<file path="config.mk">
export PLATFORM = sky130hd
export DESIGN_NAME = mem_arbiter_flat
export DESIGN_NICKNAME = d
export VERILOG_FILES = /design/src/rtl/mem_arbiter_if.sv /design/src/rtl/mem_arbiter.sv /design/src/flat_wrapper.sv
export SDC_FILE = /design/constraint.sdc
export NUM_CORES = 1
export LEC_CHECK = 0
export ABC_AREA = 1
export BUFFER_PORTS_ARGS = -buffer_cell sky130_fd_sc_hd__buf_4
export CAP_MARGIN = 20
export CELL_PAD_IN_SITES_DETAIL_PLACEMENT = 2
export CELL_PAD_IN_SITES_GLOBAL_PLACEMENT = 2
export CORE_MARGIN = 2
export CORE_UTILIZATION = 26
export CTS_BUF_LIST = sky130_fd_sc_hd__clkbuf_4
export CTS_CLUSTER_DIAMETER = 100
export DETAILED_ROUTE_END_ITERATION = 7
export PLACE_DENSITY_LB_ADDON = 0.1
export SLEW_MARGIN = 30
export SYNTH_ARGS = -nofsm -noshare
export SYNTH_HDL_FRONTEND = slang
export SYNTH_SLANG_ARGS = --single-unit
</file>
<file path="constraint.sdc">
create_clock -name clk -period 3.4 [get_ports clk]
set_clock_uncertainty 0.05 [all_clocks]
set_input_delay 0.68 -clock clk [delete_from_list [all_inputs] [get_ports clk]]
set_output_delay 0.68 -clock clk [all_outputs]
set_load 0.05 [all_outputs]
</file>
<file path="src/rtl/mem_arbiter_if.sv">
// ============================================================================
// Module      : mem_arbiter_if
// Description : Requester and main-memory signal bundle for mem_arbiter.
// Revision    : 1.0 - initial release
// ============================================================================
`default_nettype none

interface mem_arbiter_if;
    // Requester side
    logic        i_req;
    logic [15:0] i_addr;
    logic        d_req;
    logic        d_wr;
    logic [15:0] d_addr;
    logic [15:0] d_wdata;
    logic        i_grant;
    logic        d_grant;
    logic [15:0] fill_data;
    logic        i_fill_valid;
    logic        d_fill_valid;
    logic [2:0]  fill_word_idx;
    logic        i_done;
    logic        d_done;

    // Main-memory side
    logic [15:0] mem_data_out;
    logic        mem_data_valid;
    logic [15:0] mem_addr;
    logic        mem_enable;
    logic        mem_wr;
    logic [15:0] mem_data_in;

    // The arbiter
    modport slave (
        input  i_req, i_addr, d_req, d_wr, d_addr, d_wdata,
        input  mem_data_out, mem_data_valid,
        output i_grant, d_grant, fill_data, i_fill_valid, d_fill_valid,
        output fill_word_idx, i_done, d_done,
        output mem_addr, mem_enable, mem_wr, mem_data_in
    );

    // Caches plus main memory
    modport master (
        output i_req, i_addr, d_req, d_wr, d_addr, d_wdata,
        output mem_data_out, mem_data_valid,
        input  i_grant, d_grant, fill_data, i_fill_valid, d_fill_valid,
        input  fill_word_idx, i_done, d_done,
        input  mem_addr, mem_enable, mem_wr, mem_data_in
    );
endinterface

`default_nettype wire

</file>
<file path="src/rtl/mem_arbiter.sv">
// ============================================================================
// Module      : mem_arbiter
// Description : Grants main memory to the I- or D-cache; sequences block
//               fills and single-word writes.
// Revision    : 1.0 - initial release
// ============================================================================
`default_nettype none

module mem_arbiter #(
    parameter int BLOCK_WORDS = 8
) (
    input  logic          clk,
    input  logic          rst,
    mem_arbiter_if.slave  bus
);

    localparam int c_N  = $clog2(BLOCK_WORDS);
    localparam int c_CW = c_N + 1;

    localparam logic [c_CW-1:0] c_FULL = c_CW'(BLOCK_WORDS);
    localparam logic [c_CW-1:0] c_LAST = c_CW'(BLOCK_WORDS - 1);
    localparam logic [c_CW-1:0] c_ONE  = c_CW'(1);

    localparam logic [1:0] S_IDLE    = 2'd0;
    localparam logic [1:0] S_I_FILL  = 2'd1;
    localparam logic [1:0] S_D_FILL  = 2'd2;
    localparam logic [1:0] S_D_WRITE = 2'd3;

    logic [1:0]      r_state;
    logic [c_CW-1:0] r_issue_cnt;
    logic [c_CW-1:0] r_ret_cnt;
    logic [15:0]     r_addr;
    logic [15:0]     r_wdata;

    logic            w_in_fill;
    logic            w_issue;
    logic            w_ret;
    logic            w_last;
    logic [15:0]     w_fill_addr;
    logic [2:0]      w_idx;

    assign w_in_fill   = (r_state == S_I_FILL) || (r_state == S_D_FILL);
    assign w_issue     = w_in_fill && (r_issue_cnt < c_FULL);
    assign w_ret       = w_in_fill && bus.mem_data_valid;
    assign w_last      = w_ret && (r_ret_cnt == c_LAST);
    // Word address within the block, scaled by two for the 16-bit word size
    assign w_fill_addr = {r_addr[15:c_N+1], r_issue_cnt[c_N-1:0], 1'b0};

    always_comb begin
        w_idx             = '0;
        w_idx[c_N-1:0]    = r_ret_cnt[c_N-1:0];
    end

    always_ff @(posedge clk) begin
        if (rst) begin
            r_state     <= S_IDLE;
            r_issue_cnt <= '0;
            r_ret_cnt   <= '0;
            r_addr      <= '0;
            r_wdata     <= '0;
        end else begin
            case (r_state)
                S_IDLE: begin
                    r_issue_cnt <= '0;
                    r_ret_cnt   <= '0;
                    // The D side always wins: its miss is for an older instruction
                    if (bus.d_req && bus.d_wr) begin
                        r_state <= S_D_WRITE;
                        r_addr  <= bus.d_addr;
                        r_wdata <= bus.d_wdata;
                    end else if (bus.d_req) begin
                        r_state <= S_D_FILL;
                        r_addr  <= bus.d_addr;
                    end else if (bus.i_req) begin
                        r_state <= S_I_FILL;
                        r_addr  <= bus.i_addr;
                    end
                end
                S_I_FILL, S_D_FILL: begin
                    if (w_issue) begin
                        r_issue_cnt <= r_issue_cnt + c_ONE;
                    end
                    if (w_ret) begin
                        r_ret_cnt <= r_ret_cnt + c_ONE;
                    end
                    if (w_last) begin
                        r_state     <= S_IDLE;
                        r_issue_cnt <= '0;
                        r_ret_cnt   <= '0;
                    end
                end
                S_D_WRITE: begin
                    r_state <= S_IDLE;
                end
                default: begin
                    r_state <= S_IDLE;
                end
            endcase
        end
    end

    assign bus.fill_data = bus.mem_data_out;

    always_comb begin
        bus.mem_addr      = '0;
        bus.mem_enable    = 1'b0;
        bus.mem_wr        = 1'b0;
        bus.mem_data_in   = '0;
        bus.i_grant       = 1'b0;
        bus.d_grant       = 1'b0;
        bus.i_fill_valid  = 1'b0;
        bus.d_fill_valid  = 1'b0;
        bus.fill_word_idx = '0;
        bus.i_done        = 1'b0;
        bus.d_done        = 1'b0;

        if (w_in_fill) begin
            bus.fill_word_idx = w_idx;
            if (w_issue) begin
                bus.mem_enable = 1'b1;
                bus.mem_addr   = w_fill_addr;
            end
        end

        case (r_state)
            S_I_FILL: begin
                bus.i_grant      = 1'b1;
                bus.i_fill_valid = bus.mem_data_valid;
                bus.i_done       = w_last;
            end
            S_D_FILL: begin
                bus.d_grant      = 1'b1;
                bus.d_fill_valid = bus.mem_data_valid;
                bus.d_done       = w_last;
            end
            S_D_WRITE: begin
                bus.d_grant     = 1'b1;
                bus.d_done      = 1'b1;
                bus.mem_enable  = 1'b1;
                bus.mem_wr      = 1'b1;
                bus.mem_addr    = r_addr;
                bus.mem_data_in = r_wdata;
            end
            default: begin
            end
        endcase
    end

endmodule

`default_nettype wire

</file>
<file path="src/flat_wrapper.sv">
// flat-port wrapper written by rule: the top's interface ports become plain ports
module mem_arbiter_flat 
#(
    parameter int BLOCK_WORDS = 8
)
  (clk, rst, bus_i_req, bus_i_addr, bus_d_req, bus_d_wr, bus_d_addr, bus_d_wdata, bus_mem_data_out, bus_mem_data_valid, bus_i_grant, bus_d_grant, bus_fill_data, bus_i_fill_valid, bus_d_fill_valid, bus_fill_word_idx, bus_i_done, bus_d_done, bus_mem_addr, bus_mem_enable, bus_mem_wr, bus_mem_data_in);
  mem_arbiter_if bus_i ();
  input  logic clk;
  input  logic rst;
  input wire logic [$bits(bus_i.i_req)-1:0] bus_i_req;
  input wire logic [$bits(bus_i.i_addr)-1:0] bus_i_addr;
  input wire logic [$bits(bus_i.d_req)-1:0] bus_d_req;
  input wire logic [$bits(bus_i.d_wr)-1:0] bus_d_wr;
  input wire logic [$bits(bus_i.d_addr)-1:0] bus_d_addr;
  input wire logic [$bits(bus_i.d_wdata)-1:0] bus_d_wdata;
  input wire logic [$bits(bus_i.mem_data_out)-1:0] bus_mem_data_out;
  input wire logic [$bits(bus_i.mem_data_valid)-1:0] bus_mem_data_valid;
  output wire logic [$bits(bus_i.i_grant)-1:0] bus_i_grant;
  output wire logic [$bits(bus_i.d_grant)-1:0] bus_d_grant;
  output wire logic [$bits(bus_i.fill_data)-1:0] bus_fill_data;
  output wire logic [$bits(bus_i.i_fill_valid)-1:0] bus_i_fill_valid;
  output wire logic [$bits(bus_i.d_fill_valid)-1:0] bus_d_fill_valid;
  output wire logic [$bits(bus_i.fill_word_idx)-1:0] bus_fill_word_idx;
  output wire logic [$bits(bus_i.i_done)-1:0] bus_i_done;
  output wire logic [$bits(bus_i.d_done)-1:0] bus_d_done;
  output wire logic [$bits(bus_i.mem_addr)-1:0] bus_mem_addr;
  output wire logic [$bits(bus_i.mem_enable)-1:0] bus_mem_enable;
  output wire logic [$bits(bus_i.mem_wr)-1:0] bus_mem_wr;
  output wire logic [$bits(bus_i.mem_data_in)-1:0] bus_mem_data_in;
  assign bus_i.i_req = bus_i_req;
  assign bus_i.i_addr = bus_i_addr;
  assign bus_i.d_req = bus_d_req;
  assign bus_i.d_wr = bus_d_wr;
  assign bus_i.d_addr = bus_d_addr;
  assign bus_i.d_wdata = bus_d_wdata;
  assign bus_i.mem_data_out = bus_mem_data_out;
  assign bus_i.mem_data_valid = bus_mem_data_valid;
  assign bus_i_grant = bus_i.i_grant;
  assign bus_d_grant = bus_i.d_grant;
  assign bus_fill_data = bus_i.fill_data;
  assign bus_i_fill_valid = bus_i.i_fill_valid;
  assign bus_d_fill_valid = bus_i.d_fill_valid;
  assign bus_fill_word_idx = bus_i.fill_word_idx;
  assign bus_i_done = bus_i.i_done;
  assign bus_d_done = bus_i.d_done;
  assign bus_mem_addr = bus_i.mem_addr;
  assign bus_mem_enable = bus_i.mem_enable;
  assign bus_mem_wr = bus_i.mem_wr;
  assign bus_mem_data_in = bus_i.mem_data_in;
  mem_arbiter #(.BLOCK_WORDS(BLOCK_WORDS)) u_core (.clk(clk), .rst(rst), .bus(bus_i));
endmodule
</file>
==> metrics.cfg, run 1 <==
[clock_network]
clkSinkCount=42
postCtsHoldBufs=0
post_cts_buffers=0
clk_transition_reported_paths_ns=0.13
cts_resized=0
ctsHtreeMaxLevel=2
cts_tree=yes
clk_latency_ns=0.35
cts_buffer_depth=2
cts_made_buffers=5
cts_root_buffer=clkbuf_4

[drt]
vias=2404
post_drt_wl_per_cell_um=12.7
vias_per_cell=4.27
routed_wl_um=7160
drt-initial-drc-count=47
dr.pass1.iters=4
ant_nets=0
drcViolationCount=0

[job]
cap_violations=0

[timing]
rsz0062_at_grt=no
setup_viol=0
tightest_slew_ns=0.787
tns_ns=0
slew_viol_final=0
fin_hold_ws_ns=0.407
slew_headroom_pct=47.4
setup_ws_ns=0.246
hold_violations=0
fmax_mhz=317
layout_min_cycle_time_ns=3.15
min_period_over_period_pct=92.8

[worst_hold_path]
min_path_cells=2
hold_path_class=flop to flop

[placement]
placed_cells=554
place_congestion=0.721
place_ws_ns=0.648
hpwl_um=5430
portBuffers=96

[worst_setup_path]
cp.required_ns=2.67
cp_slowest_cell=ha_1
start_kind=flop
cp_max_fo=13
critical_path.top_delay_family=simple AND/OR/NAND/NOR gates
path_cells=inv_1 > ha_1 > inv_2 > nor2_4 > nor2_2 > nor2_1 > buf_4
worst_path_largest_cell_delay_ns=0.50
cp_num_cells=7
critical_path_class=flop to primary output
r2r_cells=9
endpoint_kind=primary output
critPathBufInv=3
worstPathArrival_ns=2.42

[status]
status=finished, final reports clean

[global_routing]
grt_max_degree=38
overflow=0
grt_first_pass_wirelength_um=12000
grt_pass1_vias=2462
antenna_found_initial=1
grt_use_total_pct=13.7

[synth]
synthCells=357
synth_area_um2=2580
synthArstFlopShare_pct=0
ys_warn_count=0
syn_avg_cell_area_um2=7.24
ys_seq_area_share_pct=32.5
synthFlopType=dfxtp_1
syn_nets=435
synth-edff-count=0
yosysUniqueCellTypes=27
synth-seq-cells=42

[final_layout]
layout-drive-gt1-share_pct=36.6
synthToLayoutAreaGrowth_pct=27.1
final_util_pct=33.8
nNetsFinal=506
instances_no_fill=563

[pwr]
irDropWorstVdd_mv=0.223
leakage_nw=1.68
pwr_density_cell_nw_per_um2=675

[floorplanning]
rows=36
num_io_pins=129
dieArea_um2=10800
die_h_um=104
die_width_um=104
start_util_pct=26.6
core_um2=9730

[Yosys cell counts (3+ instances only)]
cell	number	area, um^2
nand2_4	4	45.0
clkbuf_1	3	11.3
nand2_1	39	146
buf_4	18	135
o21ai_2	16	140
nand3_2	5	50.1
inv_2	4	15.0
buf_6	7	78.8
dfxtp_1	42	841
inv_1	76	285
nand3_1	8	40.0
a21oi_1	37	185
o21ai_0	18	90.1
a21oi_2	18	158
buf_2	5	25.0
ha_1	8	100
nor2_1	37	139
[layout by cell type, fill, tap and decap left out, drive strengths merged]
cell type	n
a211oi	1
a21boi	1
a21oi	55
a31oi	1
a41oi	1
buf	97
clkbuf	6
clkinv	2
dfxtp	42
diode	1
ha	8
inv	81
nand2	44
nand3	13
nor2	40
o21ai	35
xnor2	2
[worst paths after layout]
| check | endpoint | slack, ns | start |
|---|---|---|---|
| worst max-delay path | bus_mem_addr[13] | 0.25 | u_core.r_state[0]$_SDFFE_PP0P_ |
| worst min-delay path | u_core.r_wdata[11]$_SDFFE_PP0P_ | 0.41 | u_core.r_wdata[11]$_SDFFE_PP0P_ |
| worst max register to register | u_core.r_state[0]$_SDFFE_PP0P_ | 1.51 | u_core.r_state[0]$_SDFFE_PP0P_ |
| worst min register to register | u_core.r_wdata[11]$_SDFFE_PP0P_ | 0.41 | u_core.r_wdata[11]$_SDFFE_PP0P_ |
[cell families after synthesis]
group                      after synthesis  synth area share, %
buffers and inverters                  114                 21.5
and+or+nand+nor                         97                 17.6
AOI/OAI and AO/OA                       94                 23.7
DFF                                     42                 32.5
adders and majority gates                8                 3.87
xor gates and xnor gates                 2                0.678
[worst min-delay path, cell delays in order, from the launching register on]
cell,delay [ns]
dfxtp_1,0.33
inv_1,0.05
a21oi_1,0.05
[sequential cells by signal, indices dropped and copies added (netlist names)]
name and cells:
u_core.r_addr 16, u_core.r_wdata 16, u_core.r_issue_cnt 4, u_core.r_ret_cnt 4, u_core.r_state 2
[area by class of cell]
class                      instances  area (um^2)
inverter                          81          307
multi-input combinational        201         1190
clock buffer                       6         45.0
antenna                            1         2.50
fill                            1216         6440
tap                              133          166
sequential                        42          841
clock inverter                     2         8.76
timing repair buffer              97          728
[per-layer routing]
metal  routed length, um  share of wire [%]  track usage (%)  up-vias
met2                3470                 48             23.2       68
li1                    -                  -                -     1224
met3                 436                6.1             3.78        5
met1                3170                 44             16.9     1107
met5                   0                  0                0        -
met4                  84                1.2             3.86        0
[per-stage QoR]
stage               area, um^2  power (mW)
floorplan                 2580        1.77
global placement          3230        1.96
detailed placement        3230        1.99
CTS                       3280        2.26
global route              3280        2.40
finish                    3280        2.22
[power by group]
group	switching [mW]	leakage [nW]	total, mW	internal, mW
sequential	0.0879	0.346	0.702	0.614
clock	0.173	0.0331	0.259	0.0861
combinational	0.869	1.30	1.26	0.386
total	1.13	1.68	2.22	1.09
(Power assumes the default switching activity.)
==> run 2, diff against run 1 <==
--- a/config.mk
+++ b/config.mk
@@ -5,7 +5,6 @@
 export SDC_FILE = /design/constraint.sdc
 export NUM_CORES = 1
 export LEC_CHECK = 0
-export ABC_AREA = 1
 export BUFFER_PORTS_ARGS = -buffer_cell sky130_fd_sc_hd__buf_4
 export CAP_MARGIN = 20
 export CELL_PAD_IN_SITES_DETAIL_PLACEMENT = 2
==> run 2 against run 1 <==
Count of clock-buffer cells in the layout did not move. Sequential share of layout area rose by 1.9 points. Sequential cell count did not move. Via count fell by 8.2%. Critical path depth fell by 2. Global-route usage rose by 0.56 points. Total power fell by 13%. Largest power group unchanged.
==> metrics.cfg, run 2 <==
[worst_setup_path]
worstPathArrival_ns=1.88
critical_path_class=flop to primary output
cpMostUsedCell=buf_4
worst_path_largest_cell_delay_ns=0.43
cp_slowest_cell=dfxtp_1
start_kind=flop
endpoint_kind=primary output
cp.required_ns=2.67
path_cells=ha_1 > a21oi_1 > buf_4 > nor2b_1 > buf_4
cp_max_fo=16

[drt]
vias_per_cell=4.80
dr.pass1.iters=4
drt-initial-drc-count=32
ant_nets=0
routed_wl_um=6840
drcViolationCount=0
post_drt_wl_per_cell_um=14.9
vias=2207

[clock_network]
clk_transition_reported_paths_ns=0.11
cts_made_buffers=5
cts_root_buffer=clkbuf_4
post_cts_buffers=0
cts_tree=yes
cts_buffer_depth=2
cts_resized=0
postCtsHoldBufs=0
clkSinkCount=42
ctsHtreeMaxLevel=2
clk_latency_ns=0.35

[synth]
synth_area_um2=2330
synthTopCellsByCount=dfxtp_1, nand2_1, a21oi_1, and2_1
synthFlopType=dfxtp_1
synth-edff-count=0
syn_nets=358
synthCells=280
synth-seq-cells=42
synthArstFlopShare_pct=0
syn_avg_cell_area_um2=8.32
ys_warn_count=0
synth_top_area_cell=dfxtp_1
netlist.area_leader.share_pct=36.1
ys_seq_area_share_pct=36.1
yosysUniqueCellTypes=42
synthTopCellsByArea=dfxtp_1, mux2i_1, buf_4
yosysMostFrequentCell=dfxtp_1

[timing]
hold_violations=0
rsz0062_at_grt=no
slew_viol_final=0
setup_viol=0
layout_min_cycle_time_ns=2.61
tns_ns=0
fmax_mhz=383
slew_headroom_pct=56.4
min_period_over_period_pct=76.8
tightest_slew_ns=0.652
fin_hold_ws_ns=0.413

[global_routing]
grt_use_total_pct=14.2
grt_pass1_vias=2340
globalRouteMet3Util_pct=4.18
grt_util_met1_pct=17.5
grt_first_pass_wirelength_um=11400
grt_max_degree=45
overflow=0
grt_busiest_layer=met2
antenna_found_initial=0
use_met2_pct=24.3

[placement]
place_congestion=0.708
placed_cells=452
postPlaceCellArea_um2=3000
portBuffers=96
hpwl_um=5060

[pwr]
pwr_density_cell_nw_per_um2=631
leakage_nw=1.36
irDropWorstVdd_mv=0.295

[final_layout]
most-common-layout-cells=buf_4, dfxtp_1, nand2_1
final_area_um2=3050
diodes=0
top_regs=u_core.r_addr: 16 flops, u_core.r_wdata: 16 flops
layout-drive-gt1-share_pct=32.1
synthToLayoutAreaGrowth_pct=31.0
layout_commonest_cell=buf_4
nNetsFinal=429
nFillCells=1031
instances_no_fill=460

[floorplanning]
num_io_pins=129
die_width_um=98.7
die_h_um=98.7
dieArea_um2=9740
core_um2=8720
rows=34
start_util_pct=26.7

[status]
status=finished, final reports clean

[worst_hold_path]
hold_path_class=flop to flop

[job]
cap_violations=0

## run 2: final timing paths
path	from	endpoint	slack, ns	depth (start not counted)
worst max-delay path	u_core.r_state[0]$_SDFFE_PP0P_	bus_mem_addr[11]	0.79	5
worst min-delay path	u_core.r_wdata[13]$_SDFFE_PP0P_	u_core.r_wdata[13]$_SDFFE_PP0P_	0.41	2
worst max register to register	u_core.r_state[0]$_SDFFE_PP0P_	u_core.r_ret_cnt[3]$_SDFFE_PP0P_	1.40	6
worst min register to register	u_core.r_wdata[13]$_SDFFE_PP0P_	u_core.r_wdata[13]$_SDFFE_PP0P_	0.41	2
## run 2: layer usage
layer	wire length (um)	vias up
met5	0	-
met4	67	0
met3	526	9
met2	3250	75
met1	3000	1043
li1	-	1080
## run 2: logic make-up (layout without fill, tap and decap cells)
family                   after synthesis  in the layout  share of synthesized area [%]
buffers and inverters                 42            114                           10.3
AO/OA/AOI/OAI                         54             54                           15.1
AND/OR/NAND/NOR                      114            114                           25.7
flip-flops                            42             42                           36.1
multiplexers                          20             20                           8.59
adder cells (fa/ha/maj)                8              8                           4.29
## run 2: area by class of cell
cell class                      count  area [um^2]  share of cell area (%)
Clock inverter                      2         8.76                   0.287
Multi-Input combinational cell    196         1250                    40.9
Clock buffer                        6         45.0                    1.48
Inverter                            6         22.5                   0.738
Timing Repair Buffer              100          751                    24.6
Tap cell                          108          135                    4.43
Sequential cell                    42          841                    27.5
## run 2: through the flow
stage	setup slack (ns)	util (%)	total power [mW]
after floorplan	0.566	-	1.45
after global placement	1.17	34.4	1.69
after detailed placement	1.14	34.4	1.71
after CTS	0.732	35.0	1.97
after global routing	0.558	35.0	2.09
final	0.789	35.0	1.93
## run 2: worst max-delay path: cells and delay by family (launching register included)
family | cells | cell delay [ns]
buf+inv | 2 | 0.44
fa+ha+maj | 1 | 0.42
simple gates | 1 | 0.18
compound gates | 1 | 0.08
flops | 1 | 0.43
## run 2: report_power, final
group          switching (mW)  internal, mW  leakage [nW]
Sequential             0.0614         0.597         0.345
Combinational           0.670         0.351         0.981
Clock                   0.162        0.0860        0.0331
Total                   0.893          1.03          1.36
